--- config.mk ---
export PLATFORM = sky130hd
export DESIGN_NAME = network_cfg_ctrl
export DESIGN_NICKNAME = d
export VERILOG_FILES = /design/src/rtl/snn_cfg_pkg.sv /design/src/rtl/network_cfg_ctrl.sv
export SDC_FILE = /design/constraint.sdc
export NUM_CORES = 1
export LEC_CHECK = 0
export BUFFER_PORTS_ARGS = -buffer_cell sky130_fd_sc_hd__buf_2
export CORE_UTILIZATION = 30
export CTS_BUF_LIST = sky130_fd_sc_hd__clkbuf_16
export DETAILED_ROUTE_END_ITERATION = 16
export PLACE_DENSITY = 0.5
export RECOVER_POWER = 50
export SYNTH_ARGS = -nofsm -noshare
export SYNTH_HDL_FRONTEND = slang
export SYNTH_SLANG_ARGS = --single-unit
export TNS_END_PERCENT = 1
--- constraint.sdc ---
create_clock -name CLK -period 1.9 [get_ports CLK]
set_input_delay 0 -clock CLK [delete_from_list [all_inputs] [get_ports CLK]]
set_output_delay 0 -clock CLK [all_outputs]
set_load 0.02 [all_outputs]
--- src/rtl/snn_cfg_pkg.sv ---
`default_nettype none
// ============================================================================
// Module      : snn_cfg_pkg
// Description : Shared constants and FSM state type for the SNN config path.
// Revision    : 1.0 - initial release
// ============================================================================
package snn_cfg_pkg;

  localparam int NUM_LAYERS        = 5;
  localparam int NCFG_WIDTH        = 96;
  localparam int CHAIN_LEN_DEFAULT = NUM_LAYERS * NCFG_WIDTH;

  typedef enum logic [1:0] {
    ST_IDLE  = 2'd0,
    ST_FETCH = 2'd1,
    ST_SHIFT = 2'd2
  } cfg_state_e;

endpackage
`default_nettype wire

--- src/rtl/network_cfg_ctrl.sv ---
`default_nettype none
// ============================================================================
// Module      : network_cfg_ctrl
// Description : Serializes host config bytes onto the SNN scan chain and
//               returns the bits falling out of the chain as readback bytes.
// Revision    : 1.0 - initial release
// ============================================================================
module network_cfg_ctrl
  import snn_cfg_pkg::*;
#(
  parameter int CHAIN_LEN  = CHAIN_LEN_DEFAULT,
  parameter int WORD_WIDTH = 8,
  parameter int BCNT_WIDTH = 9
) (
  input  logic                  CLK,
  input  logic                  RSTB,
  input  logic                  START,
  input  logic                  ABORT,
  input  logic                  WR_VALID,
  input  logic [WORD_WIDTH-1:0] WR_DATA,
  output logic                  WR_READY,
  output logic                  RD_VALID,
  output logic [WORD_WIDTH-1:0] RD_DATA,
  input  logic                  RD_READY,
  output logic                  CFG_WE,
  output logic                  CFG_D,
  input  logic                  CFG_Q,
  output logic                  BUSY,
  output logic                  NET_EN
);

  localparam int                    c_idx_w     = (WORD_WIDTH > 1) ? $clog2(WORD_WIDTH) : 1;
  localparam logic [BCNT_WIDTH-1:0] c_chain_len = BCNT_WIDTH'(CHAIN_LEN);
  localparam logic [BCNT_WIDTH-1:0] c_word_len  = BCNT_WIDTH'(WORD_WIDTH);
  localparam logic [c_idx_w-1:0]    c_word_last = c_idx_w'(WORD_WIDTH - 1);

  cfg_state_e              r_state;
  logic [WORD_WIDTH-1:0]   r_sh_reg;
  logic [WORD_WIDTH-1:0]   r_rb_reg;
  logic [WORD_WIDTH-1:0]   r_rd_data;
  logic [BCNT_WIDTH-1:0]   r_bit_cnt;
  logic [c_idx_w-1:0]      r_bit_idx;
  logic [c_idx_w-1:0]      r_last_idx;
  logic                    r_rd_valid;
  logic                    r_cfg_we;
  logic                    r_cfg_d;
  logic                    r_net_en;

  logic [BCNT_WIDTH-1:0]   w_remaining;
  logic [BCNT_WIDTH-1:0]   w_bit_cnt_nxt;
  logic [c_idx_w-1:0]      w_last_idx;
  logic [WORD_WIDTH-1:0]   w_rb_final;
  logic                    w_last_bit;
  logic                    w_wr_fire;

  // Readback slot frees on the same cycle the host drains it, keeping WORD_WIDTH+1 cycles per byte.
  assign WR_READY  = (r_state == ST_FETCH) && (!r_rd_valid || RD_READY);
  assign BUSY      = (r_state != ST_IDLE);
  assign RD_VALID  = r_rd_valid;
  assign RD_DATA   = r_rd_data;
  assign CFG_WE    = r_cfg_we;
  assign CFG_D     = r_cfg_d;
  assign NET_EN    = r_net_en;
  assign w_wr_fire = WR_VALID && WR_READY;

  always_comb begin
    w_remaining   = c_chain_len - r_bit_cnt;
    w_bit_cnt_nxt = r_bit_cnt + BCNT_WIDTH'(1);
    w_last_idx    = (w_remaining >= c_word_len) ? c_word_last
                                                : c_idx_w'(w_remaining - BCNT_WIDTH'(1));
    w_rb_final            = r_rb_reg;
    w_rb_final[r_bit_idx] = CFG_Q;
    w_last_bit            = (r_bit_idx == r_last_idx);
  end

  always_ff @(posedge CLK or negedge RSTB) begin
    if (!RSTB) begin
      r_state    <= ST_IDLE;
      r_sh_reg   <= '0;
      r_rb_reg   <= '0;
      r_rd_data  <= '0;
      r_bit_cnt  <= '0;
      r_bit_idx  <= '0;
      r_last_idx <= '0;
      r_rd_valid <= 1'b0;
      r_cfg_we   <= 1'b0;
      r_cfg_d    <= 1'b0;
      r_net_en   <= 1'b0;
    end else begin
      if (RD_READY) begin
        r_rd_valid <= 1'b0;
      end
      if (ABORT) begin
        r_state  <= ST_IDLE;
        r_cfg_we <= 1'b0;
        r_net_en <= 1'b0;
      end else begin
        case (r_state)
          ST_IDLE: begin
            if (START) begin
              r_state   <= ST_FETCH;
              r_net_en  <= 1'b0;
              r_bit_cnt <= '0;
            end
          end
          ST_FETCH: begin
            if (w_wr_fire) begin
              r_cfg_d    <= WR_DATA[0];
              r_cfg_we   <= 1'b1;
              r_sh_reg   <= WR_DATA >> 1;
              r_rb_reg   <= '0;
              r_bit_idx  <= '0;
              r_last_idx <= w_last_idx;
              r_state    <= ST_SHIFT;
            end
          end
          ST_SHIFT: begin
            // CFG_Q is the bit leaving the chain on this same edge.
            r_rb_reg  <= w_rb_final;
            r_bit_cnt <= w_bit_cnt_nxt;
            r_bit_idx <= r_bit_idx + c_idx_w'(1);
            if (w_last_bit) begin
              r_cfg_we   <= 1'b0;
              r_rd_data  <= w_rb_final;
              r_rd_valid <= 1'b1;
              if (w_bit_cnt_nxt == c_chain_len) begin
                r_state  <= ST_IDLE;
                r_net_en <= 1'b1;
              end else begin
                r_state <= ST_FETCH;
              end
            end else begin
              r_cfg_d  <= r_sh_reg[0];
              r_sh_reg <= r_sh_reg >> 1;
            end
          end
          default: r_state <= ST_IDLE;
        endcase
      end
    end
  end

endmodule
`default_nettype wire

==> results of run 1 <==
==> per-layer routing <==
| metal | vias to the layer above | part of all wire | GRT usage |
|---|---|---|---|
| met3 | 7 | 0.042 | 0.0246 |
| met4 | 0 | 0.013 | 0.0423 |
| met2 | 44 | 0.46 | 0.202 |
| met5 | - | 0 | 0 |
| met1 | 921 | 0.49 | 0.181 |
| li1 | 970 | - | - |
==> per-stage QoR <==
step,hold WS [ns],utilization,cells
2_1_floorplan,-0.296,-,263
3_3_place_gp,0.00376,0.353,388
3_5_place_dp,0.00251,0.353,388
4_1_cts,0.00741,0.377,398
5_1_grt,0.0255,0.376,399
6_report,0.0127,0.376,399
==> cell families after synthesis <==
family | after synthesis | synth area share
AOI/OAI and AO/OA | 68 | 0.176
xor gates and xnor gates | 5 | 0.0313
adders and majority gates | 9 | 0.0455
and+or+nand+nor | 90 | 0.175
buffers and inverters | 30 | 0.0596
DFF | 44 | 0.444
muxes | 17 | 0.0687
==> path summary, 6_finish.rpt <==
check	from	to	slack, ns	cells after the start
min reg2reg	RD_DATA[1]	RD_DATA[1]	0.48	2
max	r_state[0]	r_rb_reg[4]	0.14	6
min in group asynchronous	RSTB	r_bit_cnt[6]	0.54	3
max reg2reg	r_state[0]	r_rb_reg[4]	0.14	6
min	WR_DATA[2]	r_sh_reg[1]	0.01	3
max in group asynchronous	RSTB	r_state[0]	0.59	3
==> repair_timing <==
action                                  4_1_cts  5_1_grt
endpoints found under the setup margin        0       11
hold buffers                                  2        0
setup buffers                                 0        1
resized for setup                             0        3
hold endpoints to repair                     45        0
==> tightest hold or removal path: stages <==
cell	delay (ns)
sky130_fd_sc_hd__buf_2	0.07
sky130_fd_sc_hd__mux2i_1	0.05
sky130_fd_sc_hd__a21oi_1	0.13
==> layout by cell type (no fill, tap or decap), types with 3 or more instances in the layout <==
cell type	n
sky130_fd_sc_hd__nand2_1	38
sky130_fd_sc_hd__inv_1	10
sky130_fd_sc_hd__ha_1	9
sky130_fd_sc_hd__a31oi_1	3
sky130_fd_sc_hd__dfrtp_1	43
sky130_fd_sc_hd__nor2_1	20
sky130_fd_sc_hd__a21oi_1	14
sky130_fd_sc_hd__buf_4	13
sky130_fd_sc_hd__and2_1	3
sky130_fd_sc_hd__mux2i_1	17
sky130_fd_sc_hd__nor3_1	3
sky130_fd_sc_hd__clkbuf_1	7
sky130_fd_sc_hd__o21ai_0	27
sky130_fd_sc_hd__o31ai_1	10
sky130_fd_sc_hd__nor3b_1	4
sky130_fd_sc_hd__buf_2	21
sky130_fd_sc_hd__clkbuf_16	5
sky130_fd_sc_hd__nand2b_1	5
sky130_fd_sc_hd__nand3_1	5
==> power groups by stage <==
| stage | clock (W) | combinational (W) | sequential, W |
|---|---|---|---|
| finish | 0.000965 | 0.00112 | 0.00125 |
| global route | 0.00104 | 0.00127 | 0.00127 |
| CTS | 0.00100 | 0.00113 | 0.00125 |
| detailed placement | 0 | 0.00112 | 0.00126 |
| global placement | 0 | 0.00110 | 0.00126 |
| floorplan | 0 | 0.000787 | 0.00126 |
==> final cells by class <==
cell class,count,area share
clock buffers,5,0.0424
multi-input cells,189,0.420
flip-flops and latches,44,0.373
well taps,102,0.0432
inverters,11,0.0140
repair buffers,45,0.0928
clock inverters,3,0.0144
==> parameters.txt, run 1 <==
Parameter                              Value

Setup path
  Element type at the critical path start ... flop
  Critical path data arrival time ... 1.95 ns
  Max stage delay cell, worst path ... sky130_fd_sc_hd__dfrtp_2
  Cells along the critical path ... ha_1 -> inv_1 -> a21oi_1 -> or3_4 -> buf_4 -> o31ai_1
  Kind of cell adding the most delay to the critical path ... flip-flops
  Crit-path max cell delay ... 0.43 ns
  Worst setup path class ... reg -> reg
  Required time reported for the critical path endpoint ... 2.08 ns
  Crit path buffers/inverters ... 2
  Largest driver fanout on the critical path ... 17
  Type of destination of the critical path ... flop

Power and ir drop
  Proportion of power drawn by flip-flops and latches ... 0.374
  Clock Power Share ... 0.290
  Pwr dens ... 1130 nW/µm²
  Internal Dissipation ... between 0.002 and 0.0025 W
  Overall power ... roughly 0.0033 W
  Cell leakage power ... 1.29 nW
  Net Sw Frac ... 0.341
  Combinational share of power ... 0.336
  Switch Pwr ... 0.00114 W
  Peak supply drop ... 0.530 mV

Floorplanning
  Row cnt ... 32
  I/O pin cnt ... 29
  Placeable Area ... about 8000 µm²
  Vertical die dimension ... 92.9 µm
  Die ar. ... 8630 µm²
  Horizontal die dimension ... 92.9 µm
  Initial core utilization ... 0.316

Synth
  Post-synthesis area per instance ... about 9.4 µm²
  Cells after Synth ... 263
  Count of flip-flops with a built-in enable after synthesis ... 0
  Top-area cell type share of the netlist area ... 0.444
  Warning count from the yosys run ... 0
  Cell with the most instances after synthesis ... sky130_fd_sc_hd__dfrtp_1
  Post-synth design cell area ... 2480 µm²
  Flip-flop cell with the highest count after synthesis ... sky130_fd_sc_hd__dfrtp_1
  Cell taking the most area after synthesis ... sky130_fd_sc_hd__dfrtp_1
  Synth top cells by count ... 44 x sky130_fd_sc_hd__dfrtp_1, 38 x sky130_fd_sc_hd__nand2_1, 27 x sky130_fd_sc_hd__o21ai_0
  Number of distinct library cells after synthesis ... 40
  Post-synthesis net count ... 287
  Biggest area contributors in the synthesized netlist ... sky130_fd_sc_hd__dfrtp_1 44%, sky130_fd_sc_hd__mux2i_1 6.9%, sky130_fd_sc_hd__nand2_1 5.8%
  Number of storage elements in the synthesis netlist ... between 40 and 50
  Sequential area share after synthesis ... 0.444
  Async S/R FF share, synth ... 1.00

Global routing
  Global routing usage summed across all routing layers ... 0.130
  Wire length of the first global-routing pass ... 8870 µm
  Via count of the first global-routing pass ... 1,818
  Pin count of the biggest net entering global routing ... 45
  Remaining Overflow, GRT ... 0
  Initial antenna violation count ... 0

Final layout
  Total of fill cells in the finished design ... 827
  FF+latch area ... around 1100 µm²
  Diodes inserted ... 0
  Area Overhead vs Synth ... 19.1%
  Max reg flops ... 9
  Area used by multi-input combinational logic ... 1240 µm²
  Post-layout nets ... 320
  Fraction of layout cells with a size suffix above 1 ... 0.178
  Design Area, Final ... 2950 µm²

Routing
  Detailed router's first-iteration violation count ... 107
  Total wire length after detailed routing ... 5170 µm
  Avg WL per Cell ... 13.0 µm
  First-pass detailed-route iteration total ... 4
  Via count ... 1,942
  Count of unresolved DRC violations after routing ... 0
  Final ANT Viol Nets ... 0
  Routed vias/inst ... 4.87

STA
  Clock period minus final worst setup slack ... between 1.5 and 2 ns
  Worst Max-Slew Pin Slew ... 1.12 ns
  Achievable frequency ... 567 MHz
  Slew HR ... 0.254
  Final Setup Violations ... 0
  Final count of pins violating max slew ... 0
  Final setup margin ... 0.138 ns
  Unrepaired setup endpoints after global routing ... false
  Part of the cycle the worst path needs ... 0.928
  Final setup skew ... 0.00395 ns
  Final Hold Vio Count ... 0
  Post-Route Setup TNS ... 0 ns

Clock tree
  CTS tree ... yes
  Clk_lat worst skew ... about 0.28 ns
  Clock Tree Root ... sky130_fd_sc_hd__clkbuf_16
  Clk slew on worst S/H paths ... 0.06 ns
  Max Buffers Root-to-Sink ... 2
  Number of clock sinks ... 44
  CTS buffer count ... 5
  H-tree lvl count ... 2

Flow run
  Max-capacitance violation count ... 0

Place
  Estimated wirelength of the detail-placed design ... between 3000 and 4000 µm
  Routability-driven placement congestion ratio ... 0.779
  Dpl ws ... 0.0824 ns
  Post-Place Cell Area ... around 2800 µm²
  I/O Buffers ... 28

Hold path
  Tightest Hold Check Type ... in -> reg

Outcome
  Outcome ... finished, final reports clean
Note: power is estimated with default switching activity, not from simulation.
==> inputs of run 2 (changes only) <==
--- a/config.mk
+++ b/config.mk
@@ -9,7 +9,6 @@
 export CORE_UTILIZATION = 30
 export CTS_BUF_LIST = sky130_fd_sc_hd__clkbuf_16
 export DETAILED_ROUTE_END_ITERATION = 16
-export PLACE_DENSITY = 0.5
 export RECOVER_POWER = 50
 export SYNTH_ARGS = -nofsm -noshare
 export SYNTH_HDL_FRONTEND = slang
==> run 2 against run 1 <==
Setup slack better by 0.014 ns. Die area unchanged. Total power down 5.6%. Hold slack worse by 0.0011 ns. Wire length down 2.0%. Sequential power about the same. Via count down 0.98%. Critical path depth up 1. Non-clock buffer count down 1. First-iteration DRC count up 15%. Core utilization down 0.62 points. Critical endpoint is now r_bit_idx[2].
==> parameters.txt, run 2 (synthesized netlist as in run 1, its figures left out) <==
Parameter                              Value

Floorplanning
  Horizontal die dimension ... a little over 90 µm
  Initial core utilization ... 0.316
  Die ar. ... 8630 µm²
  Row cnt ... 32
  Placeable Area ... 7850 µm²
  Vertical die dimension ... 92.9 µm
  I/O pin cnt ... 29

Final layout
  Design Area, Final ... 2900 µm²
  Post-layout nets ... 319
  Area Overhead vs Synth ... 17.2%
  Fraction of layout cells with a size suffix above 1 ... 0.163
  Most frequent standard cell in the layout excluding fill and tap cells ... sky130_fd_sc_hd__dfrtp_1
  Diodes inserted ... 0
  Commonest cells after routing, fill and taps aside ... 44 x sky130_fd_sc_hd__dfrtp_1, 38 x sky130_fd_sc_hd__nand2_1, 27 x sky130_fd_sc_hd__o21ai_0
  Max reg flops ... 9
  Utilization after layout ... 0.370

Setup path
  Crit-path max cell delay ... 0.39 ns
  Largest driver fanout on the critical path ... 11
  Crit path buffers/inverters ... 3
  Required time reported for the critical path endpoint ... slightly above 2 ns
  Kind of cell adding the most delay to the critical path ... flip-flops
  Element type at the critical path start ... flop
  Crit path top cell by count ... sky130_fd_sc_hd__inv_1
  Cells along the critical path ... inv_1 -> ha_1 -> inv_1 -> a21oi_2 -> or3_4 -> buf_4 -> a22o_1
  Max stage delay cell, worst path ... sky130_fd_sc_hd__dfrtp_1
  Slack of the worst reg-to-reg path ... approximately 0.15 ns
  Type of destination of the critical path ... flop
  Critical path data arrival time ... 1.92 ns
  Worst setup path class ... reg -> reg

Clock tree
  Clock Tree Root ... sky130_fd_sc_hd__clkbuf_16
  CTS tree ... yes
  H-tree lvl count ... 2
  Number of clock sinks ... 44
  Post-CTS Setup Inserts ... 0
  Max Buffers Root-to-Sink ... 2
  Clk_lat worst skew ... 0.28 ns
  CTS buffer count ... 5
  Clk slew on worst S/H paths ... around 0.060 ns

STA
  Achievable frequency ... 572 MHz
  Worst Max-Slew Pin Slew ... 1.07 ns
  Part of the cycle the worst path needs ... 0.920
  Slew HR ... 0.287
  Final count of pins violating max slew ... 0
  Final Setup Violations ... 0
  Final setup skew ... 0.00439 ns
  Unrepaired setup endpoints after global routing ... false
  Final Hold Vio Count ... 0
  Clock period minus final worst setup slack ... about 1.7 ns
  Post-Route Setup TNS ... 0 ns

Routing
  First-pass detailed-route iteration total ... 4
  Via count ... ~1,900
  Total wire length after detailed routing ... ~5100 µm
  Avg WL per Cell ... 12.8 µm
  Final ANT Viol Nets ... 0
  Routed vias/inst ... 4.84
  Count of unresolved DRC violations after routing ... 0
  Detailed router's first-iteration violation count ... 123

Place
  Routability-driven placement congestion ratio ... 0.795
  Post-Place Cell Area ... 2740 µm²
  I/O Buffers ... 28
  Estimated wirelength of the detail-placed design ... ~3700 µm

Hold path
  Tightest Hold Check Type ... in -> reg

Global routing
  Pin count of the biggest net entering global routing ... 45
  Remaining Overflow, GRT ... 0
  Via count of the first global-routing pass ... roughly 1,900
  Global routing usage summed across all routing layers ... 0.128
  Wire length of the first global-routing pass ... 8800 µm
  Initial antenna violation count ... 0

Power and ir drop
  Cell leakage power ... approximately 1.2 nW
  Pwr dens ... 1080 nW/µm²
  Peak supply drop ... 0.515 mV

Flow run
  Max-capacitance violation count ... 0

Outcome
  Outcome ... finished, final reports clean
run 2: changes by cell type in the layout (fill, tap and decap cells not counted), sizes merged:
cell,delta
buf,-5
clkbuf,+4
bufinv,-1
clkinv,-1
clkinvlp,+1
run 2: routing by layer:
metal  global-route usage  up-vias  wire length [µm]
met5                    0        -                 0
met4               0.0462        0                80
met3               0.0189        7               130
met2                0.213       34              2420
met1                0.169      905              2430
li1                     -      977                 -
run 2: path summary, 6_finish.rpt:
check	start	end	cells past startpoint
worst max-delay path	r_state[1]	r_bit_idx[2]	7
worst min-delay path	WR_DATA[2]	r_sh_reg[1]	3
worst max register to register	r_state[1]	r_bit_idx[2]	7
worst min register to register	RD_DATA[4]	RD_DATA[4]	2
max in group asynchronous	RSTB	r_rb_reg[3]	3
min in group asynchronous	RSTB	r_bit_cnt[6]	3
run 2: metrics by stage:
stage / total power (W) / cells / hold slack (ns) / setup WS [ns]
floorplan: 0.00205 / 263 / -0.296 / 0.154
global placement: 0.00230 / 388 / 0.117 / 0.177
detailed placement: 0.00234 / 388 / 0.115 / 0.108
CTS: 0.00317 / 397 / 0.00938 / 0.0608
global route: 0.00337 / 397 / 0.0478 / 0.0212
finish: 0.00314 / 397 / 0.0116 / 0.152
run 2: tightest hold or removal path: stages:
cell                      delay [ns]
sky130_fd_sc_hd__buf_2          0.07
sky130_fd_sc_hd__mux2i_1        0.05
sky130_fd_sc_hd__a21oi_1        0.13
run 2: report_power, final:
group / switching (W) / internal (W) / total, W / leakage (nW)
combinational: 0.000640 / 0.000434 / 0.00107 / 0.608
clock: 0.000339 / 0.000477 / 0.000816 / 0.0657
sequential: 0.000148 / 0.00111 / 0.00125 / 0.574
run 2: layout make-up:
cell class	instances	area (µm²)
inverter	11	41.3
clock inverter	2	12.5
tap	102	128
multi-input combinational	189	1240
sequential	44	1100
clock buffer	5	125
fill	839	4940
timing repair buffer	44	253
run 2: what timing repair did:
item                       in CTS  in global routing
hold buffers                    2                  0
setup endpoints to repair       0                  9
hold endpoints to repair       45                  0
gates resized for setup         0                  4
